File: config.mk
export PLATFORM = sky130hd
export DESIGN_NAME = alarm_zones
export DESIGN_NICKNAME = d
export VERILOG_FILES = /design/src/rtl/alarm_pkg.sv /design/src/rtl/alarm_timer.sv /design/src/rtl/alarm_zones.sv
export SDC_FILE = /design/constraint.sdc
export NUM_CORES = 1
export LEC_CHECK = 0
export CAP_MARGIN = 20
export CORE_MARGIN = 2
export CORE_UTILIZATION = 40
export CTS_CLUSTER_SIZE = 24
export DETAILED_ROUTE_END_ITERATION = 6
export GPL_ROUTABILITY_DRIVEN = 0
export PLACE_DENSITY = 0.67
export SLEW_MARGIN = 20
export SYNTH_ARGS = -nofsm -noshare
export SYNTH_HDL_FRONTEND = slang
export SYNTH_SLANG_ARGS = --single-unit
File: constraint.sdc
create_clock -name clock -period 5.15 [get_ports clock]
set_input_delay 1.03 -clock clock [delete_from_list [all_inputs] [get_ports clock]]
set_output_delay 1.03 -clock clock [all_outputs]
set_load 0.1 [all_outputs]
File: src/rtl/alarm_pkg.sv
// Shared types and constants for the vehicle alarm zone controller.
package alarm_pkg;

    typedef enum logic [2:0] {
        ST_DISARMED   = 3'd0,
        ST_ARMING     = 3'd1,
        ST_SET        = 3'd2,
        ST_TRIGGER    = 3'd3,
        ST_ALARM      = 3'd4,
        ST_STOP_ALARM = 3'd5
    } alarm_state_t;

    localparam logic [1:0] ADDR_T_ARM       = 2'd0;
    localparam logic [1:0] ADDR_T_DRIVER    = 2'd1;
    localparam logic [1:0] ADDR_T_PASSENGER = 2'd2;
    localparam logic [1:0] ADDR_T_ALARM     = 2'd3;

    localparam int DEF_T_ARM       = 6;
    localparam int DEF_T_DRIVER    = 8;
    localparam int DEF_T_PASSENGER = 14;
    localparam int DEF_T_ALARM     = 10;

    localparam logic [2:0] SIREN_OFF   = 3'b000;
    localparam logic [2:0] SIREN_FIRST = 3'b001;

    // 001 -> 010 -> 100 -> 001
    function automatic logic [2:0] siren_next(input logic [2:0] s);
        return {s[1:0], s[2]};
    endfunction

endpackage

File: src/rtl/alarm_timer.sv
// Tick prescaler plus loadable down-counter; expired marks the tick on which
// the count is 1. Loading restarts the prescaler.
module alarm_timer #(
    parameter int TW       = 4,
    parameter int TICK_DIV = 1
) (
    input  logic          clock,
    input  logic          reset,
    input  logic          load,
    input  logic [TW-1:0] value,
    output logic          tick,
    output logic          expired
);

    localparam logic [15:0] DIV_LAST = 16'(TICK_DIV - 1);

    logic [15:0]   presc_q;
    logic [TW-1:0] count_q;

    assign tick    = (presc_q == DIV_LAST);
    assign expired = tick && (count_q == TW'(1));

    always_ff @(posedge clock) begin
        if (!reset) begin
            presc_q <= '0;
            count_q <= '0;
        end else if (load) begin
            presc_q <= '0;
            // a zero delay would never expire, so it behaves as one tick
            count_q <= (value == '0) ? TW'(1) : value;
        end else if (tick) begin
            presc_q <= '0;
            if (count_q != '0)
                count_q <= count_q - TW'(1);
        end else begin
            presc_q <= presc_q + 16'd1;
        end
    end

endmodule

File: src/rtl/alarm_zones.sv
// Door-zone alarm sequencer with delay register file and siren pattern.
// Optional ZONE_LATCH_EN adds first_zone, the zone that caused the trigger.
//
// state         | meaning
// --------------+-----------------------------------------------
// DISARMED      | idle, ignition on or a door open; config writable
// ARMING        | exit delay running, doors must stay closed
// SET           | armed, watching all zones
// TRIGGER       | entry delay running after a door opened
// ALARM         | siren active while any door is open
// STOP_ALARM    | doors closed, siren runs out T_ALARM then re-arms
module alarm_zones
    import alarm_pkg::*;
#(
    parameter int N_ZONES  = 2,
    parameter int TW       = 4,
    parameter int TICK_DIV = 1
) (
    input  logic               clock,
    input  logic               reset,
    input  logic               ignition,
    input  logic [N_ZONES-1:0] zone_open,
    input  logic               cfg_we,
    input  logic [1:0]         cfg_addr,
    input  logic [TW-1:0]      cfg_data,
    output logic               set,
    output logic [2:0]         siren,
    output logic [2:0]         state,
    output logic               cfg_err
`ifdef ZONE_LATCH_EN
    ,
    output logic [N_ZONES-1:0] first_zone
`endif
);

    alarm_state_t  state_q, state_d;
    logic [TW-1:0] t_arm_q, t_driver_q, t_pass_q, t_alarm_q;
    logic          load;
    logic [TW-1:0] load_val;
    logic          tick, expired;
    logic          any_open;
    logic [2:0]    siren_q;
    logic          cfg_err_q;

    assign any_open = |zone_open;

    always_ff @(posedge clock) begin
        if (!reset) begin
            t_arm_q    <= TW'(DEF_T_ARM);
            t_driver_q <= TW'(DEF_T_DRIVER);
            t_pass_q   <= TW'(DEF_T_PASSENGER);
            t_alarm_q  <= TW'(DEF_T_ALARM);
            cfg_err_q  <= 1'b0;
        end else begin
            cfg_err_q <= cfg_we && (state_q != ST_DISARMED);
            if (cfg_we && state_q == ST_DISARMED) begin
                case (cfg_addr)
                    ADDR_T_ARM:       t_arm_q    <= cfg_data;
                    ADDR_T_DRIVER:    t_driver_q <= cfg_data;
                    ADDR_T_PASSENGER: t_pass_q   <= cfg_data;
                    ADDR_T_ALARM:     t_alarm_q  <= cfg_data;
                endcase
            end
        end
    end

    alarm_timer #(
        .TW       (TW),
        .TICK_DIV (TICK_DIV)
    ) u_timer (
        .clock   (clock),
        .reset   (reset),
        .load    (load),
        .value   (load_val),
        .tick    (tick),
        .expired (expired)
    );

    always_ff @(posedge clock) begin
        if (!reset)
            state_q <= ST_DISARMED;
        else
            state_q <= state_d;
    end

    // ignition dominates every timed state; a door open in ARMING beats expiry
    always_comb begin
        state_d  = state_q;
        load     = 1'b0;
        load_val = t_arm_q;
        case (state_q)
            ST_DISARMED: begin
                if (!ignition && !any_open) begin
                    state_d = ST_ARMING;
                    load    = 1'b1;
                end
            end
            ST_ARMING: begin
                if (ignition) begin
                    state_d = ST_DISARMED;
                end else if (any_open) begin
                    load = 1'b1;
                end else if (expired) begin
                    state_d = ST_SET;
                end
            end
            ST_SET: begin
                if (any_open) begin
                    state_d  = ST_TRIGGER;
                    load     = 1'b1;
                    load_val = zone_open[0] ? t_driver_q : t_pass_q;
                end
            end
            ST_TRIGGER: begin
                if (ignition)
                    state_d = ST_DISARMED;
                else if (expired)
                    state_d = ST_ALARM;
            end
            ST_ALARM: begin
                if (ignition) begin
                    state_d = ST_DISARMED;
                end else if (!any_open) begin
                    state_d  = ST_STOP_ALARM;
                    load     = 1'b1;
                    load_val = t_alarm_q;
                end
            end
            ST_STOP_ALARM: begin
                if (ignition)
                    state_d = ST_DISARMED;
                else if (any_open)
                    state_d = ST_ALARM;
                else if (expired)
                    state_d = ST_SET;
            end
            default: state_d = ST_DISARMED;
        endcase
    end

    // pattern restarts only on a fresh alarm; STOP_ALARM <-> ALARM keeps phase
    always_ff @(posedge clock) begin
        if (!reset) begin
            siren_q <= SIREN_OFF;
        end else if (state_q == ST_TRIGGER && state_d == ST_ALARM) begin
            siren_q <= SIREN_FIRST;
        end else if (state_d == ST_ALARM || state_d == ST_STOP_ALARM) begin
            if (tick)
                siren_q <= siren_next(siren_q);
        end else begin
            siren_q <= SIREN_OFF;
        end
    end

`ifdef ZONE_LATCH_EN
    logic [N_ZONES-1:0] first_zone_q;

    always_ff @(posedge clock) begin
        if (!reset)
            first_zone_q <= '0;
        else if (state_d == ST_DISARMED && state_q != ST_DISARMED)
            first_zone_q <= '0;
        else if (state_q == ST_SET && state_d == ST_TRIGGER)
            first_zone_q <= zone_open & (~zone_open + N_ZONES'(1));
    end

    assign first_zone = first_zone_q;
`endif

    assign set     = (state_q == ST_SET) || (state_q == ST_TRIGGER);
    assign siren   = siren_q;
    assign state   = state_q;
    assign cfg_err = cfg_err_q;

endmodule

; Yosys cells after proc, flatten, opt, wreduce, memory -nomap -nowiden
; Index checks and enable logic that the tools add are counted.
[totals]
reg_bits = 43
input_bits = 12
word_cells = 81
output_inout_bits = 8
[op_classes]
eq_ne = 12
n_addsub = 2
bitwise_logic = 2
muxes = 30
reduce_logical = 25
[op_table]
columns = cell, n
row1 = $mux W3, 11
row2 = $mux W4, 8
row3 = $pmux W3 S6, 1
row4 = $add A16 B1 Y16 const B, 1
row5 = $logic_not A16 Y1, 1
row6 = $eq A3 B3 Y1 const B, 4
row7 = $reduce_and A2 Y1, 5
row8 = $mux W1, 8
row9 = $pmux W4 S2, 1
row10 = $eq A3 B2 Y1 const B, 2
row11 = $reduce_or A3 Y1, 2
row12 = $logic_and A1 B1 Y1, 5
row13 = $eq A2 B2 Y1 const B, 2
row14 = $eq A4 B1 Y1 const B, 1
row15 = $logic_not A4 Y1, 1
row16 = $pmux W1 S4, 1
row17 = $reduce_bool A2 Y1, 2
row18 = $reduce_bool A4 Y1, 1
row19 = $sub A4 B1 Y4 const B, 1
row20 = $eq A3 B1 Y1 const B, 1
row21 = $logic_not A3 Y1, 1
row22 = $ne A3 B2 Y1 const B, 1
row23 = $reduce_bool A3 Y1, 1
row24 = $eq A2 B1 Y1 const B, 1
row25 = 5 further kinds, 8

; Depth between registers and ports, before layout
[depth]
depth_word = 10
ltp_mapped = 8

; Cells and area by module
; Synthesis repeated with hierarchy kept, for this count alone.
[unflattened]
cells_unflattened = 256
area_unflattened_um2 = 2317.2
[modules_own_cells]
columns = mod, cells_per_inst, area_per_inst_um2, n_inst, seq_area_each_um2
row1 = alarm_zones, 131, 1214.9, 1, 460.4
row2 = alarm_timer, 125, 1102.3, 1, 400.4

; Least setup slack after synthesis
; No wires, ideal clock.
[synth_path]
path_kind = register to output
from = reg state_q[1], in the netlist state[1]
to = out set
path_slack_ns = 1.392
path_stages_with_launch = 3
t_arrival_ns = 2.728
required_ns = 4.120
path_cell_list = dfxtp_1 buf_2 nor2b_1
[synth_via]
elab_chain_len = 2
[synth_lines]
columns = item, line
row1 = "start, declared", alarm_zones.sv:36  ; alarm_state_t state_q, state_d;
row2 = "start signal, assigned", alarm_zones.sv:83  ; state_q <= state_d;
row3 = $eq A3 B2 Y1, alarm_zones.sv:170  ; assign set = (state_q == ST_SET) || (state_q == ST_TRIGGER);
row4 = $logic_or A1 B1 Y1 (*), alarm_zones.sv:170
row5 = "end, declared", alarm_zones.sv:26  ; output logic set,
; Every way passes the cells marked *; elsewhere a longest branch is shown, timed or not.

; Final worst setup path
; Same ends and word-level chain as after synthesis.

==> results.md <==
* Status: finished, final reports clean
* Max clock buf depth at 2
* Hold wc startpoint: t_pass_q[2]
* Dpl hpwl at 3125 µm
* Worst Setup Start Kind: register
* Post-route setup TNS at 0 ns
* CP Cell Sequence: nor2b_1 > clkdlybuf4s50_1
* CP max FO at 13
* Full die area at 6089 µm²
* Syn_area_per_cell at 9.096 µm²
* Final Hold Viols at 0
* Reg-to-Reg Start: state[1]
* Post-layout util at around 49%
* Die Y at slightly below 80 µm
* First-pass GRT wire length at 7383 µm
* Sequential area share after synthesis at 39.27%
* CTS tree: built
* CTS buffer count at 5
* Nets at 276
* Synth Net Count at 258
* Hold-fix buffers, CTS at 0
* Die X at a little under 80 µm
* Post-synthesis adder-cell area fraction at 2.854%
* Fmax at 0.2958 GHz
* Total wire length at approximately 4300 µm
* Simple-Gate Fraction of Synth Area at 28.82%
* Synthesized area at 2192 µm²
* Max cap viols at 0
* CP delay by family, top: buffers and inverters
* Cells after synthesis at around 240
* Post-synthesis mux area share at 9.874%
* Cell area after layout at 2549 µm²
* Peak VDD IR at 0.0001609 V
* Resize count post-CTS at 0
* Slew Viols, Final at 0
* Critical path buffer and inverter count at 1
* DR DRC count at 0
* Worst path max stage delay at ~1.2 ns
* Leak Pwr at 0.9853 nW
* Post-synth top flop: dfxtp_1
* Post-CTS setup buffers at 0
* Vias in the first global route at around 1600
* Yosys reg bits at 43
* CTS root buffer: clkbuf_8
* Period utilisation layout at 65.64%
* Vias/cell at 5.224
* Post-synth cell types at 47
* Area after DPL at 2431 µm²
* Critical Path AT at 2.35 ns
* Largest family of logic cells by synthesized area: simple AND/OR/NAND/NOR gates
* Layout cells sized above 1 at 7.692%
* DRT iter0 DRCs at 73
* Synth async-reset ratio at 0%
* CP Class: reg2out
* Total GRT Usage at 15.23%
* Ant diodes at 0
* Slowest cell on crit path: clkdlybuf4s50_1
* EDFF count, synth at 0
* Compound-Gate Fraction of Synth Area at under 10%
* Pwr/cell area at 305.1 nW/µm²
* Worst Clk Skew at 0.005994 ns
* Via count at 1724
* Ys Warns at 0
* Clk sinks at 43
* Crit path from: state[1]
* Routed WL per cell at 13.00 µm
* Endpoints failing setup at 0
* Hold crit path type: reg2reg
* Clk_lat worst skew at 0.29 ns
* Most frequent cells in the layout: 43 x dfxtp_1, 36 x nor2_1, 21 x nand2_1, 19 x clkdlybuf4s50_1, 16 x mux2i_1
* Largest net degree at the start of global routing at 17
* Slew Limit Headroom at 34.87%
* Slew @ Worst Pin at 0.9740 ns
* Port Buf Inserts at 19
* Post-synthesis xor/xnor area fraction at 6.393%
* Unrepaired setup endpoints after global routing: no
* Most common cell after layout, fill and taps aside: dfxtp_1
* Antenna viol nets, final at 0
* Critical Path End Type: output pin
* Crit path time final at 3.381 ns
* H-tree depth at 2
* Antenna violations before repair at 0
* Total congestion overflow at 0
* Worst-path clk slew at 0.08 ns
* Area Growth Syn to Fin at 16.27%
* DRT Pass-1 Iters at 4
* Starting density of the core at 42.12%
* Area of the core region at approximately 5200 µm²
* I/O pin count at 20
* Row count at 26
* WP data required at 4.12 ns
-- power by group --
group / switching [W] / internal (W)
registers: 0.0000133 / 0.000351
logic: 0.0000782 / 0.0000647
clock network: 0.000114 / 0.000157
total: 0.000205 / 0.000572
-- Yosys cell counts, types with 4 or more instances --
library cell	count	share of area, %
mux2_2	4	2.1
nor2b_1	6	1.7
xor2_1	9	3.6
nand4_1	6	1.7
nand2_1	21	3.6
nand3_1	11	2.5
nor3_1	5	1.1
buf_2	4	0.91
nand2b_1	6	1.7
xnor2_1	7	2.8
ha_1	5	2.9
mux2i_1	16	7.3
dfxtp_1	43	39
a211oi_1	5	1.7
inv_1	9	1.5
nor2_1	36	6.2
-- state kept, by name (all words and copies together) (netlist names) --
register         flops
cfg_err              1
siren                3
state                3
t_alarm_q            4
t_arm_q              4
t_driver_q           4
t_pass_q             4
u_timer.count_q      4
u_timer.presc_q     16
-- cells by family after synthesis --
group	Yosys count
XOR/XNOR	16
AND/OR/NAND/NOR	113
multiplexers	21
adder cells (fa/ha/maj)	5
buffers and inverters	17
AO/OA/AOI/OAI	26
flip-flops	43
-- routing by layer --
metal	GRT usage, %	wire [µm]	vias to the layer above
li1	-	-	891
met4	5.789	66	0
met5	0	0	-
met3	3.448	100	4
met2	22.67	1835	19
met1	21.47	2287	810
-- path summary, 6_finish.rpt --
path	end	slack (ns)	cells past startpoint
max	set	1.77	2
min reg2reg	t_pass_q[2]	0.48	2
max reg2reg	u_timer.count_q[0]	3.09	5
min	t_pass_q[2]	0.48	2
-- area by class of cell --
| cell class | count | area, µm² |
|---|---|---|
| fillers | 515 | 2656 |
| well taps | 70 | 87.58 |
| clock buffers | 6 | 82.58 |
| inverters | 9 | 33.78 |
| repair buffers | 19 | 190.2 |
| clock inverters | 2 | 35.03 |
| flip-flops and latches | 43 | 860.8 |
| multi-input cells | 181 | 1259 |
-- metrics by stage --
stage                     power [W]  hold slack, ns  setup slack, ns  cells
final                     0.0007777          0.4805            1.769    330
after global routing      0.0008193          0.5284            1.657    330
after CTS                 0.0007852          0.4822            1.772    330
after detailed placement  0.0005138          0.4613            2.077    322
after global placement    0.0005117          0.4654            2.098    322
after floorplan           0.0004766          0.4355            1.392    241
-- worst min-delay path, delay by kind of cell (launching register included) --
| kind | cells | cell delay (ns) |
|---|---|---|
| DFF | 1 | 0.33 |
| and+or+nand+nor | 1 | 0.06 |
| muxes | 1 | 0.07 |
Note: power is estimated with default switching activity, not from simulation.
